===== src/rtl/bus_trace_fifo_pkg.sv =====
// Shared definitions for the 6502C bus-cycle trace capture: FSM encodings and
// the bit layout of one trace entry.
package bus_trace_fifo_pkg;

    typedef enum logic [1:0] {
        TR_IDLE  = 2'b00,
        TR_ARMED = 2'b01,
        TR_CAPT  = 2'b10
    } tr_state_e;

    localparam int ENTRY_W      = 42;
    localparam int TR_SYNC      = 0;
    localparam int TR_RW        = 1;
    localparam int TR_DB_LSB    = 2;
    localparam int TR_AB_LSB    = 10;
    localparam int TR_STAMP_LSB = 26;

    function automatic logic [ENTRY_W-1:0] tr_pack(
        input logic [15:0] stamp,
        input logic [15:0] ab,
        input logic [7:0]  db,
        input logic        rw,
        input logic        sync
    );
        logic [ENTRY_W-1:0] e;
        e                       = '0;
        e[TR_STAMP_LSB +: 16]   = stamp;
        e[TR_AB_LSB +: 16]      = ab;
        e[TR_DB_LSB +: 8]       = db;
        e[TR_RW]                = rw;
        e[TR_SYNC]              = sync;
        return e;
    endfunction

endpackage


===== src/rtl/trace_fifo_mem.sv =====
// Trace entry storage: DEPTH x ENTRY_W register array, synchronous write,
// asynchronous read.
module trace_fifo_mem
    import bus_trace_fifo_pkg::*;
#(
    parameter int DEPTH  = 16,
    parameter int ADDR_W = $clog2(DEPTH)
) (
    input  logic               clk_i,
    input  logic               we_i,
    input  logic [ADDR_W-1:0]  waddr_i,
    input  logic [ENTRY_W-1:0] wdata_i,
    input  logic [ADDR_W-1:0]  raddr_i,
    output logic [ENTRY_W-1:0] rdata_o
);

    logic [ENTRY_W-1:0] mem_q [DEPTH];

    always_ff @(posedge clk_i) begin
        if (we_i) begin
            mem_q[waddr_i] <= wdata_i;
        end
    end

    assign rdata_o = mem_q[raddr_i];

endmodule


===== src/rtl/bus_trace_fifo.sv =====
// Bus-cycle trace capture for the 6502C external bus: arms on an opcode-fetch
// trigger, then records one entry per completed (RDY=1) cycle into a FWFT FIFO.
//
// state    | meaning
// ---------+-----------------------------------------------------------
// TR_IDLE  | not capturing; waits for arm (encoding 11 also lands here)
// TR_ARMED | waiting for a SYNC fetch matching the trigger
// TR_CAPT  | recording every RDY=1 cycle until stop
module bus_trace_fifo
    import bus_trace_fifo_pkg::*;
#(
    parameter int DEPTH = 16,
    parameter int CNT_W = $clog2(DEPTH) + 1
) (
    input  logic               phi2,
    input  logic               RES_L,
    input  logic [15:0]        extAB,
    input  logic [7:0]         extDB,
    input  logic               RW,
    input  logic               SYNC,
    input  logic               RDY,
    input  logic               arm,
    input  logic               trig_any,
    input  logic [15:0]        trig_addr,
    input  logic               stop,
    input  logic               clear,
    input  logic               rd_en,
    output logic [ENTRY_W-1:0] rd_data,
    output logic               empty,
    output logic               full,
    output logic [CNT_W-1:0]   count,
    output logic               overflow,
    output logic [1:0]         state_o
);

    localparam int PTR_W = CNT_W - 1;

    tr_state_e          state_q, state_d;
    logic [15:0]        stamp_q, stamp_d;
    logic [PTR_W-1:0]   wr_ptr_q, wr_ptr_d;
    logic [PTR_W-1:0]   rd_ptr_q, rd_ptr_d;
    logic [CNT_W-1:0]   count_q, count_d;
    logic               overflow_q, overflow_d;
    logic [ENTRY_W-1:0] rd_data_q, rd_data_d;

    logic               trig_hit;
    logic               cap_cycle;
    logic               cap_en;
    logic               empty_w;
    logic               full_w;
    logic               rd_do;
    logic               wr_do;
    logic [PTR_W-1:0]   head_ptr;
    logic [ENTRY_W-1:0] wdata;
    logic [ENTRY_W-1:0] mem_rdata;

    assign empty_w  = (count_q == '0);
    assign full_w   = (count_q == CNT_W'(DEPTH));
    assign trig_hit = RDY && SYNC && (trig_any || (extAB == trig_addr));

    always_comb begin
        state_d   = state_q;
        cap_cycle = 1'b0;
        case (state_q)
            TR_ARMED: begin
                if (stop) begin
                    state_d = TR_IDLE;
                end else if (arm) begin
                    state_d = TR_ARMED;
                end else if (trig_hit && !clear) begin
                    state_d   = TR_CAPT;
                    cap_cycle = 1'b1;
                end
            end
            TR_CAPT: begin
                if (stop) begin
                    state_d = TR_IDLE;
                end else if (RDY) begin
                    cap_cycle = 1'b1;
                end
            end
            default: begin
                if (!stop && arm) begin
                    state_d = TR_ARMED;
                end else begin
                    state_d = TR_IDLE;
                end
            end
        endcase
    end

    assign cap_en = cap_cycle && !clear;
    assign rd_do  = rd_en && !empty_w && !clear;
    // A full FIFO still accepts a write when the same edge pops the head.
    assign wr_do  = cap_en && (!full_w || rd_do);
    assign wdata  = tr_pack(stamp_q, extAB, extDB, RW, SYNC);

    always_comb begin
        stamp_d    = stamp_q + 16'd1;
        wr_ptr_d   = wr_ptr_q;
        rd_ptr_d   = rd_ptr_q;
        count_d    = count_q;
        overflow_d = overflow_q | (cap_en && full_w && !rd_do);
        if (wr_do) begin
            wr_ptr_d = wr_ptr_q + PTR_W'(1);
        end
        if (rd_do) begin
            rd_ptr_d = rd_ptr_q + PTR_W'(1);
        end
        if (wr_do && !rd_do) begin
            count_d = count_q + CNT_W'(1);
        end else if (!wr_do && rd_do) begin
            count_d = count_q - CNT_W'(1);
        end
        if (clear) begin
            stamp_d    = '0;
            wr_ptr_d   = '0;
            rd_ptr_d   = '0;
            count_d    = '0;
            overflow_d = 1'b0;
        end
    end

    // Registered head: the next head is either the entry being written now
    // (when nothing else remains) or the stored entry at the next read slot.
    assign head_ptr = rd_do ? (rd_ptr_q + PTR_W'(1)) : rd_ptr_q;

    always_comb begin
        rd_data_d = rd_data_q;
        if (count_d != '0) begin
            if (wr_do && (wr_ptr_q == head_ptr)) begin
                rd_data_d = wdata;
            end else begin
                rd_data_d = mem_rdata;
            end
        end
    end

    trace_fifo_mem #(
        .DEPTH (DEPTH),
        .ADDR_W(PTR_W)
    ) u_mem (
        .clk_i  (phi2),
        .we_i   (wr_do),
        .waddr_i(wr_ptr_q),
        .wdata_i(wdata),
        .raddr_i(head_ptr),
        .rdata_o(mem_rdata)
    );

    always_ff @(posedge phi2 or negedge RES_L) begin
        if (!RES_L) begin
            state_q    <= TR_IDLE;
            stamp_q    <= '0;
            wr_ptr_q   <= '0;
            rd_ptr_q   <= '0;
            count_q    <= '0;
            overflow_q <= 1'b0;
            rd_data_q  <= '0;
        end else begin
            state_q    <= state_d;
            stamp_q    <= stamp_d;
            wr_ptr_q   <= wr_ptr_d;
            rd_ptr_q   <= rd_ptr_d;
            count_q    <= count_d;
            overflow_q <= overflow_d;
            rd_data_q  <= rd_data_d;
        end
    end

    assign rd_data  = rd_data_q;
    assign empty    = empty_w;
    assign full     = full_w;
    assign count    = count_q;
    assign overflow = overflow_q;
    assign state_o  = state_q;

endmodule


===== config.mk =====
export PLATFORM = sky130hd
export DESIGN_NAME = bus_trace_fifo
export DESIGN_NICKNAME = d
export VERILOG_FILES = /design/src/rtl/bus_trace_fifo_pkg.sv /design/src/rtl/trace_fifo_mem.sv /design/src/rtl/bus_trace_fifo.sv
export SDC_FILE = /design/constraint.sdc
export NUM_CORES = 1
export LEC_CHECK = 0
export CAP_MARGIN = 20
export CELL_PAD_IN_SITES_DETAIL_PLACEMENT = 1
export CELL_PAD_IN_SITES_GLOBAL_PLACEMENT = 1
export CORE_ASPECT_RATIO = 1.1
export CORE_UTILIZATION = 50
export DETAILED_ROUTE_END_ITERATION = 10
export GPL_TIMING_DRIVEN = 0
export HOLD_SLACK_MARGIN = 0.06
export PLACE_DENSITY = 0.89
export SLEW_MARGIN = 30
export SYNTH_ARGS = -nofsm -noshare
export SYNTH_HDL_FRONTEND = slang
export SYNTH_SLANG_ARGS = --single-unit

===== constraint.sdc =====
create_clock -name phi2 -period 3.8 [get_ports phi2]
set_input_delay 0.76 -clock phi2 [delete_from_list [all_inputs] [get_ports phi2]]
set_output_delay 0.76 -clock phi2 [all_outputs]
set_load 0.01 [all_outputs]

==> summary.md <==
| Metric | Value |
|---|---|
| Worst setup EP type | flop |
| Clock tree from TritonCTS | done |
| Min-Delay Path Class | in -> async |
| Max-Cap Viols | 0 |
| CP Max Fanout | 10 |
| Clock transition at path regs | roughly 0.080 ns |
| Avg Inst Size Synth | around 13 um^2 |
| Number of buffers created by CTS | 77 |
| Seq cells post-synth | about 750 |
| Post-route setup slack | -0.3200 ns |
| Syn Std Cell Area | 32120 um^2 |
| Core footprint | roughly 64000 um^2 |
| ANT nets after route | 0 |
| Initial Util | 50.50% |
| GRT Residual Overflow | 0 |
| Min Clock Period, post-route | about 4.1 ns |
| Num ports | ~100 |
| PD cells | 625.3 nW/um^2 |
| Delay-heaviest family, CP | buffers and inverters |
| Crit path kind | reg -> reg |
| Post-synth EDFFs | 672 |
| Clk_lat worst skew | slightly below 0.7 ns |
| DIE WIDTH | 243.6 um |
| Fin. Hold Viols | 0 |
| Worst path depth | 12 |
| WL final | between 100000 and 150000 um |
| Largest cells by area after synthesis | edfxtp_1, dfrtp_1, mux2i_1 |
| Endpoints failing setup | around 210 |
| R2R cell count | 12 |
| Rows | slightly below 100 |
| Vias after detailed routing | about 26000 |
| Tot Pwr | between 20 and 25 mW |
| Tcrit/Tclk final | 108.4% |
| Synth Net Count | 2456 |
| Leak | roughly 12 nW |
| Multi-input logic area | a little under 10000 um^2 |
| Fmax | about 240 MHz |
| Die area | ~65000 um^2 |
| Sink Count | around 750 |
| Maximum buffer depth of the clock tree | 3 |
| Share of the synthesized area in the top cell type | between 60 and 70% |
| Syn Inst Count | 2396 |
| Final nets | 2680 |
| Max VDD drop | about 0.65 mV |
| Most common cell in the netlist | edfxtp_1 |
| DRC violations left | 0 |
| Synthesis Warnings | 0 |
| Worst path buffer plus inverter count | 4 |
| Worst path required time | 4.38 ns |
| Pre-antenna DRT Iters | 7 |
| Register area | ~22000 um^2 |
| Placement Setup Slack | -2.701 ns |
| Via-to-Cell Ratio | between 7 and 8 |
| Share of cells above drive strength 1 | ~16% |
| Data arrival, critical path | roughly 4.7 ns |
| Skew final | 0.04434 ns |
| Most area-hungry cell type in the Yosys netlist | edfxtp_1 |
| First-pass GRT wire length | 181700 um |
| Die Height | approximately 270 um |
| Violation count after the first detailed-route iteration | 5087 |
| Area Growth Syn to Fin | 18.26% |
| Slew @ Worst Pin | between 1 and 1.5 ns |
| Async SR Flop Fraction | around a tenth |
| Top FF cell, synth | edfxtp_1 |
| CP cell instances | clkbuf_1, clkbuf_2, or2_2, clkbuf_2, clkbuf_1, nor2_1, o21ai_0, o2111ai_1, o22ai_1, a21oi_1, o21ai_1, mux2_4 |
| Final HPWL DP | between 70000 and 80000 um |
| GP Congestion | ~0.81 |
| Clock Tree Root | clkbuf_16 |
| I/O Buffers | just over 100 |
| Slowest Stage Delay on Critical Path | around 0.5 ns |
| Finished Layout Cells | ~3500 |
| Slew Viols, Final | 0 |
| DR WL/cell | 37.67 um |
| Final Core Density | between 50% and 60% |
| Status | complete, but fails checks |
| Failing checks | negative setup slack |
| Initial antenna violation count | 6 |
| Synth cell count leaders | edfxtp_1, nor2_1, o21ai_0 |
| Final instance area | 37980 um^2 |
| Register area share after synthesis | between 60% and 70% |
| Post-DP Area | roughly 35000 um^2 |
| Htree depth | 3 |
| Post-Place Cells | 3353 |
| Total track usage | between 30% and 40% |
| CP Launch Type | flop |
| Fillers | 6075 |
| Largest net degree at the start of global routing | 58 |
| Vias in the first global route | roughly 27000 |
| Relative slew slack | about a third |
| Critical Path Slowest Stage Cell | clkbuf_1 |
| RSZ-0062 raised after global routing | yes |
| Cell variety after synth | 51 |
==> stage by stage <==
step / TNS, ns / hold slack (ns)
2_1_floorplan: 0 / 0.4644
3_3_place_gp: -1855.54 / 0.4762
3_5_place_dp: -1018.85 / 0.4789
4_1_cts: -0.001475 / 0.4917
5_1_grt: -12.97 / 0.5304
6_report: -13.05 / 0.5052
==> worst reg2reg max path, cell delays in order (launching register included) <==
cell and delay [ns]:
dfrtp_1 0.43, clkbuf_1 0.43, clkbuf_2 0.40, or2_2 0.22, clkbuf_2 0.49, clkbuf_1 0.51
nor2_1 0.16, o21ai_0 0.29, o2111ai_1 0.22, o22ai_1 0.25, a21oi_1 0.13, o21ai_1 0.29
mux2_4 0.20
==> logic make-up (layout without fill, tap and decap cells) <==
family,after synthesis,count (layout),synth area share (%)
compound gates,616,616,12.80
flops,746,746,68.60
simple gates,588,594,7.480
buf+inv,186,469,2.443
mux,215,215,7.336
fa+ha+maj,10,10,0.3896
xor+xnor,35,35,0.9545
other cells,0,2,0
==> where the power goes <==
| part | internal, mW | switching, mW | total (mW) |
|---|---|---|---|
| clock | 4.48 | 3.64 | 8.12 |
| sequential | 9.17 | 0.205 | 9.38 |
| combinational | 2.60 | 3.66 | 6.26 |
| total | 16.2 | 7.50 | 23.7 |
==> routing by layer <==
layer  vias up  share of wire, %  global-route usage (%)
li1       9725                 -                       -
met1     12770                33                   45.33
met2      2807                46                   60.90
met3       861                13                   10.83
met4         8               8.5                   26.99
met5         -             0.039                       0
==> cells in the final DEF, fill, tap and decap left out, drive strengths merged, types with 12 or more instances in the layout <==
cell type	netlist	layout
clkinv	0	24
xor2	26	26
nand2	62	62
o22ai	42	42
nor2	454	454
buf	32	89
inv	8	12
mux2i	172	172
o21ai	219	219
a221oi	84	84
o2111ai	84	84
dfrtp	74	74
o221ai	84	84
edfxtp	672	672
and2	19	25
a21oi	93	93
clkdlybuf4s50	0	74
mux2	43	43
clkbuf	146	249
==> final timing paths <==
check                             from  slack [ns]          end
setup reg to reg           rd_ptr_q[0]       -0.32  rd_data[29]
max in group asynchronous        RES_L        2.60  rd_data[39]
min in group phi2          rd_data[37]        0.51  rd_data[37]
hold reg to reg            rd_data[37]        0.51  rd_data[37]
setup / recovery           rd_ptr_q[0]       -0.32  rd_data[29]
hold / removal                   RES_L        0.51  rd_data[23]
==> registers in the layout, summed over array words and instances (netlist names) <==
name / cells
count: 5
wr_ptr_q: 4
rd_ptr_q: 4
overflow: 1
state_o: 2
u_mem.mem_q: 672
rd_data: 42
stamp_q: 16
==> what timing repair did <==
item | 4_1_cts | 5_1_grt
hold buffers | 1 | 0
setup buffers | 10 | 10
endpoints found under the hold margin | 17 | 0
cloned | 1 | 8
pin swaps | 7 | 8
resized for setup | 192 | 141
endpoints found under the setup margin | 716 | 332
==> layout make-up <==
class / count / area share (%)
Buffer: 176 / 2.520
Timing Repair Buffer: 141 / 4.115
Clock buffer: 108 / 5.785
Inverter: 8 / 0.07907
Tap cell: 841 / 2.771
Multi-Input combinational cell: 1470 / 25.76
Clock inverter: 36 / 0.9389
Antenna cell: 2 / 0.01318
Sequential cell: 746 / 58.02
No activity file was read; power rests on OpenSTA's default activity.
